[src/rtl/uart_encoder.sv]
// uart_encoder: byte-stream to 8N1 serial transmitter with a small input FIFO.
//
// Bytes offered on data_i/valid_i are queued in a circular FIFO and shifted
// out LSB first as start / 8 data / stop frames, each bit lasting CLKS_PER_BIT
// clocks. When a stop bit ends with more bytes queued, the next start bit
// follows immediately, so streamed bytes leave with no idle gap.
//
// Optional build macro UART_ENCODER_PARITY_EN adds a parity bit between the
// last data bit and the stop bit, plus the parity_odd_i select input.
//
// Ports:
//   clk_i        rising-edge clock
//   rst_i        synchronous active-high reset (abandons frame, drops queue)
//   parity_odd_i 0 = even, 1 = odd parity; sampled at pop (parity build only)
//   data_i       byte to queue
//   valid_i      data_i is valid; accepted when ready_o is high
//   ready_o      FIFO has room
//   tx_o         serial line, idle high
//   busy_o       frame in flight or bytes queued
//   level_o      FIFO occupancy, 0..2**FIFO_AW
module uart_encoder #(
  parameter int CLKS_PER_BIT = 434,
  parameter int FIFO_AW      = 4
) (
  input  logic               clk_i,
  input  logic               rst_i,
`ifdef UART_ENCODER_PARITY_EN
  input  logic               parity_odd_i,
`endif
  input  logic [7:0]         data_i,
  input  logic               valid_i,
  output logic               ready_o,
  output logic               tx_o,
  output logic               busy_o,
  output logic [FIFO_AW:0]   level_o
);

  localparam int DEPTH = 1 << FIFO_AW;
  localparam int BW    = (CLKS_PER_BIT > 1) ? $clog2(CLKS_PER_BIT) : 1;

  localparam logic [BW-1:0]      BAUD_LAST = BW'(CLKS_PER_BIT - 1);
  localparam logic [FIFO_AW:0]   LVL_FULL  = (FIFO_AW+1)'(DEPTH);
  localparam logic [FIFO_AW:0]   LVL_ONE   = (FIFO_AW+1)'(1);
  localparam logic [FIFO_AW-1:0] PTR_ONE   = FIFO_AW'(1);
  localparam logic [BW-1:0]      BAUD_ONE  = BW'(1);

  typedef enum logic [2:0] {
    S_IDLE,
    S_START,
    S_DATA,
`ifdef UART_ENCODER_PARITY_EN
    S_PARITY,
`endif
    S_STOP
  } state_e;

  state_e               state_q,  state_d;
  logic [BW-1:0]        baud_q,   baud_d;
  logic [2:0]           bit_q,    bit_d;
  logic [7:0]           shift_q,  shift_d;
  logic                 tx_q,     tx_d;
  logic                 busy_q,   busy_d;
  logic [FIFO_AW:0]     level_q,  level_d;
  logic [FIFO_AW-1:0]   wr_ptr_q, wr_ptr_d;
  logic [FIFO_AW-1:0]   rd_ptr_q, rd_ptr_d;
  logic [7:0]           mem_q [DEPTH];
  logic [7:0]           mem_d [DEPTH];
`ifdef UART_ENCODER_PARITY_EN
  logic                 par_q,    par_d;
`endif

  logic push, pop, baud_end;

  assign ready_o = (level_q != LVL_FULL);
  assign tx_o    = tx_q;
  assign busy_o  = busy_q;
  assign level_o = level_q;

  always_comb begin
    push     = valid_i && ready_o;
    baud_end = (baud_q == BAUD_LAST);
    pop      = 1'b0;
    state_d  = state_q;
    bit_d    = bit_q;
    shift_d  = shift_q;
    baud_d   = baud_end ? '0 : baud_q + BAUD_ONE;
    rd_ptr_d = rd_ptr_q;
    wr_ptr_d = wr_ptr_q;
    mem_d    = mem_q;
    level_d  = level_q;
`ifdef UART_ENCODER_PARITY_EN
    par_d    = par_q;
`endif

    case (state_q)
      S_IDLE: begin
        baud_d = '0;
        if (level_q != '0) begin
          pop     = 1'b1;
          state_d = S_START;
        end
      end
      S_START: begin
        if (baud_end) begin
          state_d = S_DATA;
          bit_d   = 3'd0;
        end
      end
      S_DATA: begin
        if (baud_end) begin
          shift_d = {1'b0, shift_q[7:1]};
          bit_d   = bit_q + 3'd1;
          if (bit_q == 3'd7) begin
`ifdef UART_ENCODER_PARITY_EN
            state_d = S_PARITY;
`else
            state_d = S_STOP;
`endif
          end
        end
      end
`ifdef UART_ENCODER_PARITY_EN
      S_PARITY: begin
        if (baud_end) state_d = S_STOP;
      end
`endif
      S_STOP: begin
        // Chain straight into the next start bit when more bytes are queued.
        if (baud_end) begin
          if (level_q != '0) begin
            pop     = 1'b1;
            state_d = S_START;
          end else begin
            state_d = S_IDLE;
          end
        end
      end
      default: state_d = S_IDLE;
    endcase

    if (pop) begin
      shift_d  = mem_q[rd_ptr_q];
      rd_ptr_d = rd_ptr_q + PTR_ONE;
`ifdef UART_ENCODER_PARITY_EN
      par_d    = (^mem_q[rd_ptr_q]) ^ parity_odd_i;
`endif
    end

    if (push) begin
      mem_d[wr_ptr_q] = data_i;
      wr_ptr_d        = wr_ptr_q + PTR_ONE;
    end

    if (push && !pop)      level_d = level_q + LVL_ONE;
    else if (!push && pop) level_d = level_q - LVL_ONE;

    // Line value follows the current state, so it lags the state register
    // by one clock: a byte popped on edge E+1 drives the start bit from E+2.
    case (state_q)
      S_START:  tx_d = 1'b0;
      S_DATA:   tx_d = shift_q[0];
`ifdef UART_ENCODER_PARITY_EN
      S_PARITY: tx_d = par_q;
`endif
      default:  tx_d = 1'b1;
    endcase

    busy_d = (state_d != S_IDLE) || (level_d != '0);
  end

  always_ff @(posedge clk_i) begin
    if (rst_i) begin
      state_q  <= S_IDLE;
      baud_q   <= '0;
      bit_q    <= '0;
      shift_q  <= '0;
      tx_q     <= 1'b1;
      busy_q   <= 1'b0;
      level_q  <= '0;
      wr_ptr_q <= '0;
      rd_ptr_q <= '0;
`ifdef UART_ENCODER_PARITY_EN
      par_q    <= 1'b0;
`endif
    end else begin
      state_q  <= state_d;
      baud_q   <= baud_d;
      bit_q    <= bit_d;
      shift_q  <= shift_d;
      tx_q     <= tx_d;
      busy_q   <= busy_d;
      level_q  <= level_d;
      wr_ptr_q <= wr_ptr_d;
      rd_ptr_q <= rd_ptr_d;
      mem_q    <= mem_d;
`ifdef UART_ENCODER_PARITY_EN
      par_q    <= par_d;
`endif
    end
  end

endmodule

[config.mk]
export PLATFORM = sky130hd
export DESIGN_NAME = uart_encoder
export DESIGN_NICKNAME = d
export VERILOG_FILES = /design/src/rtl/uart_encoder.sv
export SDC_FILE = /design/constraint.sdc
export NUM_CORES = 1
export LEC_CHECK = 0
export CAP_MARGIN = 25
export CORE_ASPECT_RATIO = 1.5
export CORE_UTILIZATION = 61
export CTS_CLUSTER_SIZE = 30
export DETAILED_ROUTE_END_ITERATION = 7
export PLACE_DENSITY_LB_ADDON = 0.2
export SLEW_MARGIN = 10
export SYNTH_ARGS = -nofsm -noshare
export SYNTH_HDL_FRONTEND = slang
export SYNTH_SLANG_ARGS = --single-unit
[constraint.sdc]
create_clock -name clk_i -period 2.9 [get_ports clk_i]
set_input_delay 0.58 -clock clk_i [delete_from_list [all_inputs] [get_ports clk_i]]
set_output_delay 0.58 -clock clk_i [all_outputs]
set_load 0.01 [all_outputs]
; ---- After elaboration in Yosys (flattened, before gate mapping)
; Cells that the tools add are included.
[totals]
input_bits = 11
reg_bits = 166
output_inout_bits = 8
[classes]
magnitude_cmp = 3
reduce_logical = 18
n_bitwise = 3
n_eq_ne = 8
add_sub_neg = 6
muxes = 25
[op_table]
columns = op, count
row1 = bitwise mux 128 bit, 1
row2 = 2-to-1 mux 8 bit, 6
row3 = binary-select mux 8 bit (select 4 bit), 1
row4 = demux 8 bit (select 4 bit), 1
row5 = 2-to-1 mux 3 bit, 7
row6 = one-hot mux 3 bit (4 select lines), 1
row7 = >= comparator 5 bit (second input constant), 2
row8 = 2-to-1 mux 5 bit, 2
row9 = NOT 4 -> 5 bit, 2
row10 = nonzero test 5 bit, 2
row11 = adder 9 x 1 -> 9 bit (second input constant), 1
row12 = == test 9 bit (second input constant), 1
row13 = adder 4 x 1 -> 4 bit (second input constant), 2
row14 = == test 3 x 2 -> 1 bit (second input constant), 2
row15 = one-hot mux 3 bit (2 select lines), 1
row16 = nonzero test 2 bit, 3
row17 = adder 5 x 1 -> 5 bit (second input constant), 1
row18 = < comparator 5 x 1 -> 1 bit (second input constant), 1
row19 = inequality test 5 bit (second input constant), 1
row20 = subtractor 5 x 1 -> 5 bit (second input constant), 1
row21 = logical AND 1 bit, 4
row22 = inequality test 2 bit (second input constant), 2
row23 = one-hot mux 1 bit (2 select lines), 2
row24 = AND reduction 2 bit, 2
row25 = 11 further kinds, 14

; ---- Depth between registers and ports, before layout
[depth]
word_depth = 9
ltp_mapped = 9

; ---- Worst setup path after synthesis
; No wires, ideal clock.
[synth_path]
kind = flip-flop to flip-flop
startpoint = reg level_q[0] (netlist: level_o[0])
endpoint = reg mem_q[120] in the netlist's numbering (enable)
path_stages_with_launch = 8
arrival_time_ns = 2.132
synth_period_minus_slack_ns = 2.515
setup_slack_ns = 0.385
setup_ns = 0.383
n_path_buf = 0
path_cell_list = dfxtp_1 -> inv_1 -> ha_1 -> nand4bb_1 -> nand2_1 -> nor2_1 -> nand2_1 -> nor3_1
[synth_between]
elab_chain_len = 3
[synth_lines]
columns = element, line_no
row1 = "start, declared", 63  ; logic [FIFO_AW:0] level_q, level_d;
row2 = "start signal, assigned", 192  ; level_q <= level_d;
row3 = inequality test 5 bit, 74  ; assign ready_o = (level_q != LVL_FULL);
row4 = via ready_o, 32  ; output logic ready_o,
row5 = logical AND 1 bit, 80  ; push = valid_i && ready_o;
row6 = AND reduction 2 bit (no source line), n/a
row7 = "end signal, assigned", 195  ; mem_q <= mem_d;
row8 = "end, declared", 66  ; logic [7:0] mem_q [DEPTH];
; The timed path passes the listed nets, and every way through them passes these cells.
; A chain may end at the register's enable or synchronous reset.

; ---- Final worst setup path
[layout_path]
startpoint = reg level_q[0] (netlist: level_o[0])
endpoint = out ready_o
[layout_between]
elab_chain_len = 1
[layout_lines]
columns = element, line_no
row1 = inequality test 5 bit, 74
row2 = "end, declared", 32
; Every way passes these cells.

==> results.sh <==
export IMPL_status="complete, no violations"
export IMPL_cts_sinks=166
export IMPL_fp_coreArea_sq_mm=0.0110
export IMPL_postSynthCellCount=427
export IMPL_portBuffers=18
export IMPL_ir_drop_mv=0.419
export IMPL_tightest_slew_ps=684
export IMPL_dr_wl_met3_um=499
export IMPL_fin_skew_ps=8.80
export IMPL_cts_hold_buf=0
export IMPL_fin_util=0.710
export IMPL_diodes=0
export IMPL_p_leak_nw=2.51
export IMPL_cts_resized=0
export IMPL_rr_worst_depth=8
export IMPL_ys_dominant_reg_cell="edfxtp_1"
export IMPL_cp_start_kind="flip-flop"
export IMPL_m1WireLength_um=5080
export IMPL_io_pins=19
export IMPL_clk_root_buffer_cell="clkbuf_16"
export IMPL_grt_usage=0.258
export IMPL_slew_limit_headroom=0.543
export IMPL_grt_antenna_before_repair=0
export IMPL_slew_viol_final=0
export IMPL_layout_commonest_cell="edfxtp_1"
export IMPL_drt_total_wl_um=13500
export IMPL_async_reset_ff_frac=0
export IMPL_tns_ps=0
export IMPL_avgSynthCellArea_sq_um=16.0
export IMPL_clock_path_buffers=2
export IMPL_gr_total_overflow=0
export IMPL_syn_area_sq_mm=0.00685
export IMPL_hpwlAfterDp_um=8920
export IMPL_synth_ff_latch_count=166
export IMPL_regToRegSetupSlack_ps=390
export IMPL_max_freq_mhz=380
export IMPL_cp_required_ps=2320
export IMPL_period_share=0.908
export IMPL_synth_cell_types=46
export IMPL_rows=47
export IMPL_cpMaxStageDelayCell="clkdlybuf4s50_1"
export IMPL_grt_pass1_wl_um=20800
export IMPL_synth_nets=450
export IMPL_critPathArrivalTime_ps=2050
export IMPL_cpLargestDelayFamily="buffers and inverters"
export IMPL_num_fill_cells=723
export IMPL_gp_congestion=0.821
export IMPL_setup_viol=0
export IMPL_rsz0062_at_grt="no"
export IMPL_crit_chain="inv_1 -> ha_1 -> nand4bb_1 -> clkdlybuf4s50_1"
export IMPL_detail_route_antenna_nets=0
export IMPL_cap_violations=0
export IMPL_critical_path_max_stage_delay_ps=570
export IMPL_worst_path_buf_inv=2
export IMPL_nNetsFinal=483
export IMPL_path_depth=4
export IMPL_drt_iter0_drc=207
export IMPL_clkTransAtPathRegs_ps=60
export IMPL_drc_errors=0
export IMPL_critical_path_class="reg -> out"
export IMPL_cts_inserted_buffers=17
export IMPL_die_y_um=132
export IMPL_dieArea_sq_mm=0.0117
export IMPL_crit_path_end_kind="output port"
export IMPL_ys_warn_count=0
export IMPL_die_w_um=88.5
export IMPL_postCtsSetupRepairBufs=0
export IMPL_initial_utilization=0.623
export IMPL_fin_hold_ws_ps=478
export IMPL_drive_gt1_frac=0.205
export IMPL_cts_tree="yes"
export IMPL_routedWlPerCell_um=21.7
export IMPL_top_layer_used="met4"
export IMPL_final_cell_mix="edfxtp_1 (128), nor2_1 (51), mux4_2 (39)"
export IMPL_clk_latency_ps=420
export IMPL_grt_pass1_vias=3852
export IMPL_holdPathStages=1
export IMPL_p_per_area_mw_per_mm2=786
export IMPL_period_needed_ps=2630
export IMPL_dr_pass1_iters=4
export IMPL_synth_edf_count=128
export IMPL_holdCritPathClass="reg -> reg"
export IMPL_cts_htree_levels=4
export IMPL_area_growth_pct=13.9
export IMPL_via_per_inst=5.96
export IMPL_vias=3693
export IMPL_synth_seq_area_share=0.672
export IMPL_grt_max_degree=36
export IMPL_path_max_fanout=8
export IMPL_wl_met2_um=7300
export IMPL_hold_violations=0
==> flip-flops by register name, indices dropped and copies added (netlist names) <==
name	flops
tx_o	1
bit_q	3
state_q	3
baud_q	9
shift_q	8
mem_q	128
busy_o	1
rd_ptr_q	4
level_o	5
wr_ptr_q	4
==> cell usage after synthesis (8+ instances only) <==
cell | count | area [sq um]
nand2_1 | 19 | 71.3
a21oi_1 | 13 | 65.1
nor2_1 | 51 | 191
clkbuf_1 | 15 | 56.3
dfxtp_1 | 38 | 761
a211oi_1 | 11 | 82.6
xor2_1 | 8 | 70.1
edfxtp_1 | 128 | 3840
xnor2_1 | 9 | 78.8
mux2i_1 | 9 | 90.1
ha_1 | 12 | 150
mux4_2 | 39 | 878
==> metrics by stage <==
stage	instance area (sq um)	worst slack, ps	instances	power, mW
after floorplan	6850	385	427	3.78
after global placement	7270	452	588	4.14
after detailed placement	7270	361	588	4.17
after CTS	7800	284	620	6.17
after global routing	7800	149	620	6.37
final	7800	266	620	6.13
==> report_power, final <==
group | total (mW) | switching [mW] | internal (mW)
Clock | 2.01 | 0.906 | 1.10
Sequential | 2.81 | 0.122 | 2.69
Combinational | 1.31 | 0.670 | 0.642
Total | 6.13 | 1.70 | 4.43
==> kinds of logic (layout without fill, tap and decap cells) <==
logic type,Yosys count,after routing,share of synthesized area
adder cells (fa/ha/maj),12,12,0.0219
flip-flops,166,166,0.672
AO/OA/AOI/OAI,36,36,0.0371
AND/OR/NAND/NOR,116,116,0.0834
other,1,1,0.000547
multiplexers,48,48,0.141
XOR/XNOR,18,18,0.0241
buffers and inverters,30,76,0.0197
==> final cells by class <==
class                      count  area [sq um]  area share
multi-input combinational    231          2110       0.271
timing repair buffer          39           350      0.0449
tap                          147           184      0.0236
clock buffer                  18           429      0.0550
sequential                   166          4610       0.590
clock inverter                14           101      0.0130
inverter                       5          18.8     0.00241
==> path summary, 6_finish.rpt <==
| path | start | endpoint |
|---|---|---|
| worst min-delay path | baud_q[0]$_SDFF_PP0_ | baud_q[0]$_SDFF_PP0_ |
| worst max-delay path | level_o[0]$_SDFF_PP0_ | ready_o |
| worst max register to register | level_o[0]$_SDFF_PP0_ | mem_q[104]$_DFFE_PP_ |
| worst min register to register | baud_q[0]$_SDFF_PP0_ | baud_q[0]$_SDFF_PP0_ |
==> routing by layer <==
layer	vias up	GRT usage
met2	88	0.430
li1	1706	-
met4	0	0.144
met1	1870	0.303
met3	29	0.0576
met5	-	0
(Power assumes the default switching activity.)
